===== src/rtl/pc_sequencer.sv =====
`default_nettype none
// ============================================================================
// Module      : pc_sequencer
// Description : Multi-cycle fetch/next-PC controller. Owns the program
//               counter, issues instruction fetches, latches the returned
//               instruction and loads the next PC (seq/branch/jump/jr or
//               exception vector) when the datapath finishes executing.
// Revision    : 1.0 - initial release
// ============================================================================
module pc_sequencer #(
  parameter logic [31:0] RESET_PC = 32'h0040_0000,
  parameter logic [31:0] EXC_VEC  = 32'h0040_0004
) (
  input  logic        clk,
  input  logic        rst,
  input  logic        run,
  output logic        imem_req,
  output logic [31:0] imem_addr,
  input  logic        imem_ack,
  input  logic [31:0] imem_rdata,
  output logic [31:0] ir,
  output logic        ir_valid,
  input  logic        exec_done,
  input  logic [1:0]  npc_sel,
  input  logic        branch_taken,
  input  logic [15:0] br_offset,
  input  logic [25:0] jmp_target,
  input  logic [31:0] jr_addr,
  input  logic        exc_req,
  output logic [31:0] pc,
  output logic [31:0] pc_plus4,
  output logic [31:0] epc,
  output logic        exc_taken,
  output logic [1:0]  state
);

  typedef enum logic [1:0] {
    ST_IDLE  = 2'd0,
    ST_FETCH = 2'd1,
    ST_EXEC  = 2'd2
  } state_t;

  state_t      r_state;
  state_t      w_state_nxt;
  logic [31:0] r_pc;
  logic [31:0] r_ir;
  logic        r_ir_valid;
  logic [31:0] r_epc;
  logic        r_exc_taken;

  logic        w_fetch_hit;   // instruction accepted this cycle
  logic        w_retire;      // current instruction finishes this cycle
  logic        w_exc;         // retiring instruction raises an exception
  logic [31:0] w_pc_plus4;
  logic [31:0] w_br_disp;
  logic [31:0] w_npc;

  // Next-state decode; inputs outside their owning state are ignored
  always_comb begin
    w_state_nxt = r_state;
    w_fetch_hit = 1'b0;
    w_retire    = 1'b0;
    case (r_state)
      ST_IDLE: begin
        if (run) w_state_nxt = ST_FETCH;
      end
      ST_FETCH: begin
        if (imem_ack) begin
          w_fetch_hit = 1'b1;
          w_state_nxt = ST_EXEC;
        end
      end
      ST_EXEC: begin
        if (exec_done) begin
          w_retire    = 1'b1;
          w_state_nxt = ST_FETCH;
        end
      end
      default: w_state_nxt = ST_IDLE;
    endcase
  end

  // Next-PC selection; a misaligned jr target is diverted to the exception vector
  always_comb begin
    w_pc_plus4 = r_pc + 32'd4;
    w_br_disp  = {{14{br_offset[15]}}, br_offset, 2'b00};
    w_npc      = w_pc_plus4;
    case (npc_sel)
      2'd1:    w_npc = branch_taken ? (w_pc_plus4 + w_br_disp) : w_pc_plus4;
      2'd2:    w_npc = {w_pc_plus4[31:28], jmp_target, 2'b00};
      2'd3:    w_npc = jr_addr;
      default: w_npc = w_pc_plus4;
    endcase
    w_exc = exc_req || ((npc_sel == 2'd3) && (jr_addr[1:0] != 2'b00));
  end

  // Architectural state; reset overrides every other input
  always_ff @(posedge clk) begin
    if (rst) begin
      r_state     <= ST_IDLE;
      r_pc        <= RESET_PC;
      r_ir        <= 32'd0;
      r_ir_valid  <= 1'b0;
      r_epc       <= 32'd0;
      r_exc_taken <= 1'b0;
    end else begin
      r_state     <= w_state_nxt;
      r_ir_valid  <= w_fetch_hit;
      r_exc_taken <= w_retire && w_exc;
      if (w_fetch_hit) r_ir <= imem_rdata;
      if (w_retire) begin
        if (w_exc) begin
          r_pc  <= EXC_VEC;
          r_epc <= r_pc;
        end else begin
          r_pc  <= w_npc;
        end
      end
    end
  end

  assign imem_req  = (r_state == ST_FETCH);
  assign imem_addr = r_pc;
  assign ir        = r_ir;
  assign ir_valid  = r_ir_valid;
  assign pc        = r_pc;
  assign pc_plus4  = w_pc_plus4;
  assign epc       = r_epc;
  assign exc_taken = r_exc_taken;
  assign state     = r_state;

endmodule
`default_nettype wire


===== config.mk =====
export PLATFORM = sky130hd
export DESIGN_NAME = pc_sequencer
export DESIGN_NICKNAME = d
export VERILOG_FILES = /design/src/rtl/pc_sequencer.sv
export SDC_FILE = /design/constraint.sdc
export NUM_CORES = 1
export LEC_CHECK = 0
export BUFFER_PORTS_ARGS = -buffer_cell sky130_fd_sc_hd__buf_2
export CORE_MARGIN = 2
export CORE_UTILIZATION = 50
export CTS_CLUSTER_SIZE = 30
export DETAILED_ROUTE_END_ITERATION = 12
export GPL_TIMING_DRIVEN = 0
export MAX_ROUTING_LAYER = met4
export PLACE_DENSITY = 0.81
export SLEW_MARGIN = 20
export SYNTH_ARGS = -nofsm -noshare
export SYNTH_HDL_FRONTEND = slang
export SYNTH_SLANG_ARGS = --single-unit

===== constraint.sdc =====
create_clock -name clk -period 5 [get_ports clk]
set_input_delay 1 -clock clk [delete_from_list [all_inputs] [get_ports clk]]
set_output_delay 1 -clock clk [all_outputs]
set_load 0.02 [all_outputs]

Word-level counts from Yosys, hierarchy flattened:

Cells that the tools add are included.

* bits in registers: 100
* bits of input ports: 115
* output and inout bits: 165
* word-level logic and storage cells: 34

* add/sub/neg operators: 2
* equal/unequal tests: 8
* mux-type cells: 11
* reduce and logical (&&, ||, !) cells: 7

Operator list (number)
* case mux 32 bit (3 select lines): 1
* two-way mux 32 bit: 2
* adder 32 x 3 -> 32 bit (second input constant): 1
* adder 32 bit: 1
* equality test 2 bit (second input constant): 3
* two-way mux 2 bit: 3
* case mux 2 bit (3 select lines): 1
* equality test 2 x 1 -> 1 bit (second input constant): 2
* two-way mux 1 bit: 4
* inequality test 2 bit (second input constant): 2
* AND reduction 3 bit: 1
* logical AND 1 bit: 2
* logical NOT 2 bit: 1
* inequality test 2 x 1 -> 1 bit (second input constant): 1
* AND reduction 2 bit: 1
* nonzero test 2 bit: 1
* logical OR 1 bit: 1

Logic depth before layout (Yosys ltp):

* depth after elaboration: 5
* depth in mapped cells: 16
* depth with buffers taken out: 15

Worst setup path after synthesis:

No wires, ideal clock.

* kind: reg2reg
* start: register r_pc[9] (netlist: imem_addr[9])
* end: register r_pc[31] (netlist: imem_addr[31])
* library setup time: 0.095 ns
* data arrival time: 3.868 ns
* required time: 4.905 ns
* path slack: 1.036 ns
* stages on the path, launching flop included: 16
* path buffers: 2
* clock period less this slack: 3.964 ns
* cells stage by stage: dfxtp_1 buf_2 nand4_4 nor4_4 nand3_1 xnor2_1 ha_1 clkbuf_1 a21o_1 a21o_1 a21o_1 a221o_1 a221oi_1 mux2i_1 nand4_1 o311ai_1

* longest elaborated chain between the ends: 5

Ends and longest elaborated chain
* start, declared: RTL line 45 `logic [31:0] r_pc;`
* start signal, assigned: RTL line 116 `r_pc <= w_npc;`
* adder 32 x 3 -> 32 bit: RTL line 85 `w_pc_plus4 = r_pc + 32'd4;`
* net pc_plus4[24]: RTL line 31 `output logic [31:0] pc_plus4,`
* adder 32 bit: RTL line 89 `2'd1: w_npc = branch_taken ? (w_pc_plus4 + w_br_disp) : w_pc_plus4;`
* two-way mux 32 bit: RTL line 89
* case mux 32 bit (3 select lines): RTL line 88 `case (npc_sel)`
* two-way mux 32 bit: RTL line 112 `if (w_exc) begin`

The timed path passes the listed nets, and every way through them passes these cells.
A chain may end at the register's enable or synchronous reset.

Worst setup path after layout:

* start: register r_pc[3] (netlist: imem_addr[3])
* end: register r_pc[31] (netlist: imem_addr[31])

* longest elaborated chain between the ends: 5

Ends and longest elaborated chain (RTL line)
* adder 32 x 3 -> 32 bit (*): 85
* adder 32 bit: 89
* two-way mux 32 bit: 89
* case mux 32 bit (3 select lines) (*): 88
* two-way mux 32 bit (*): 112

Every way passes the cells marked *; elsewhere a longest branch is shown, timed or not.

==> results.cfg <==
[clock_tree]
h-tree-depth = 3
cts_buffer_depth = 2
cts_buffers = 9
path_clk_slew_ns = 0.08
cts_hold_buf = 0
clk_latency_ns = 0.36
cts_num_sinks = 100
cts_tree = done
root_buffer = clkbuf_16

[floorplanning]
core-area_mm2 = 0.0140
ios = 280
die_h_um = 124
rows = 43
start_util_pct = 51.6
die-area_mm2 = 0.0154
die_w_um = 124

[finish]
instances_no_fill = 1460
fin_area_mm2 = 0.00915
area_growth_pct = 26.8
drive_gt1_share_pct = 28.3
nNetsFinal = 1426

[power]
worst_ir_drop_vdd_mv = 0.176
p_leak_nw = 4.40
p_per_area_mw_per_mm2 = 206

[sta]
rsz0062_at_grt = false
hold_slack_ns = 0.453
finalHoldViolCount = 0
timing.fmax_ghz = 0.216
finalSetupViolCount = 0
layout_min_cycle_time_ns = 4.64
tightest_slew_ns = 0.915
finalCritPeriodShare_pct = 92.7
drv_slew = 0
skew_ns = 0.0110
slew_headroom_pct = 39.0
setup_tns_ns = 0

[global_route]
antenna_found_initial = 2
grt_max_degree = 22
gr-total-overflow = 0
grt_usage_pct = 35.5
grt_pass1_vias = 7314
grt_first_pass_wirelength_um = 40500

[detailed_routing]
wl_per_cell_um = 19.0
drt_iter0_markers = 899
wl_um = 27700
drc_errors = 0
ant_nets = 0
first_pass_iters = 6
vias = 8418
via_per_inst = 5.77

[place]
dp_hpwl_um = 21600
portBuffers = 278
placed_cells = 1442
place_area_mm2 = 0.00883
place.gp.congestion = 0.983

[synth]
synth.avg_cell_area_um2 = 7.33
yosys_warnings = 0
synth_edf_count = 0
syn_nets = 1137
syn-cell-area_mm2 = 0.00721
synth_cell_types = 69
seq_area_frac_synth_pct = 27.8
ys_ff_latch = 100
synth_ff_type = dfxtp_1
syn_inst = 984
async_flop_share_pct = 0

[worst_setup_path]
crit_required_ns = 5.25
cp_slowest_cell = dfxtp_1
criticalPathCategory = reg -> reg
path_cells = ha_1, nand3_1, nor4_1, nand4_1, xnor2_1, ha_1, clkbuf_1, and2_1, a221o_1, a221oi_1, a21boi_0, o311ai_1
cp.arrival_ns = 4.89
start_kind = flop
path_max_fanout = 10
crit_path_end_kind = flop
cp_slowest_stage_delay_ns = 0.70
timing.critical_path.mode_cell = ha_1

[status]
status = finished clean

[flow_run]
max_cap_violations = 0

[hold_path]
hold_class = reg -> reg
-- stage by stage --
stage	util, %	total power, mW	worst slack, ns
after floorplan	-	1.03	1.04
after global placement	63.1	1.15	0.457
after detailed placement	63.1	1.16	0.509
after CTS	65.3	1.87	0.468
after global routing	65.4	1.94	0.0441
final	65.4	1.88	0.363
-- cells in the final DEF (no fill, tap or decap), types with 21 or more instances in the layout --
| cell | n |
|---|---|
| xnor2_1 | 30 |
| dfxtp_1 | 100 |
| buf_2 | 285 |
| nand3_1 | 27 |
| clkbuf_1 | 50 |
| nor2_1 | 71 |
| o21ai_0 | 56 |
| inv_1 | 21 |
| buf_4 | 34 |
| ha_1 | 37 |
| a21oi_1 | 108 |
| nand2_1 | 201 |
-- critical path, delay by kind of cell (launching register included) --
family,cells,cell delay (ns)
AO/OA/AOI/OAI,4,1.36
buffers and inverters,1,0.19
flip-flops,1,0.70
XOR/XNOR,1,0.47
adder cells (fa/ha/maj),2,0.78
AND/OR/NAND/NOR,4,1.04
-- registers in the layout (all words and copies together), names as in the netlist --
register and flops:
epc 32, imem_addr 32, ir 32, state 2
exc_taken 1, ir_valid 1
-- layout make-up --
type                            count  area [um2]
Fill cell                        1299        4840
Clock inverter                      6        66.3
Clock buffer                       10         239
Antenna cell                        2        5.00
Buffer                             97         502
Multi-Input combinational cell    766        4640
Tap cell                          180         225
Timing Repair Buffer              278        1390
Sequential cell                   100        2000
Inverter                           21        78.8
-- power breakdown --
group	internal, mW	total, mW	switching (mW)
Sequential	0.809	0.819	0.00996
Clock	0.368	0.736	0.367
Combinational	0.123	0.328	0.205
Total	1.30	1.88	0.583
-- layer usage --
metal	vias up	GRT usage (%)	wire length, um
met5	-	-	0
met4	0	11.0	664
met3	60	5.86	2860
met2	498	56.7	12900
met1	3846	46.1	11300
li1	4014	-	-
-- path summary, 6_finish.rpt --
check	cells past startpoint	slack [ns]	end	start
max	12	0.36	imem_addr[31]	imem_addr[3]
min	2	0.45	ir[27]	ir[27]
max reg2reg	12	0.36	imem_addr[31]	imem_addr[3]
min reg2reg	2	0.45	ir[27]	ir[27]
-- cells in the mapped netlist, types with 4 or more instances --
cell / n / area (um2)
a22o_1: 4 / 35.0
nor3_1: 14 / 70.1
ha_1: 37 / 463
buf_2: 7 / 35.0
o21a_1: 11 / 82.6
a21oi_1: 108 / 541
dfxtp_1: 100 / 2000
nand2_1: 201 / 754
a22oi_1: 10 / 75.1
a211oi_1: 10 / 75.1
nand3_1: 27 / 135
mux4_2: 6 / 135
o211ai_1: 7 / 52.6
a221o_1: 4 / 40.0
and2_1: 12 / 75.1
nor4_1: 6 / 37.5
a21o_1: 13 / 97.6
clkbuf_1: 50 / 188
or2_2: 4 / 25.0
xnor2_1: 30 / 263
a31oi_1: 9 / 56.3
nand4_1: 11 / 68.8
buf_1: 5 / 18.8
o21ai_0: 56 / 280
nor2b_1: 8 / 50.1
nor2_1: 71 / 267
buf_4: 34 / 255
o31ai_1: 6 / 45.0
nand2b_1: 5 / 31.3
or3_1: 4 / 25.0
mux2i_1: 8 / 80.1
xor2_1: 14 / 123
mux2_2: 5 / 56.3
a221oi_1: 4 / 35.0
inv_1: 21 / 78.8
-- timing repair --
action | 4_1_cts | 5_1_grt
resized for setup | 0 | 1
setup buffers | 0 | 0
setup endpoints to repair | 0 | 1
-- kinds of logic (layout without fill, tap and decap cells) --
group	Yosys count	count (layout)	share of synthesized area, %
AOI/OAI and AO/OA	278	278	23.9
xor gates and xnor gates	44	44	5.34
adders and majority gates	38	38	6.70
buffers and inverters	118	412	8.05
DFF	100	100	27.8
muxes	19	19	3.76
other	0	2	0
and+or+nand+nor	387	387	24.5
(Power assumes the default switching activity.)
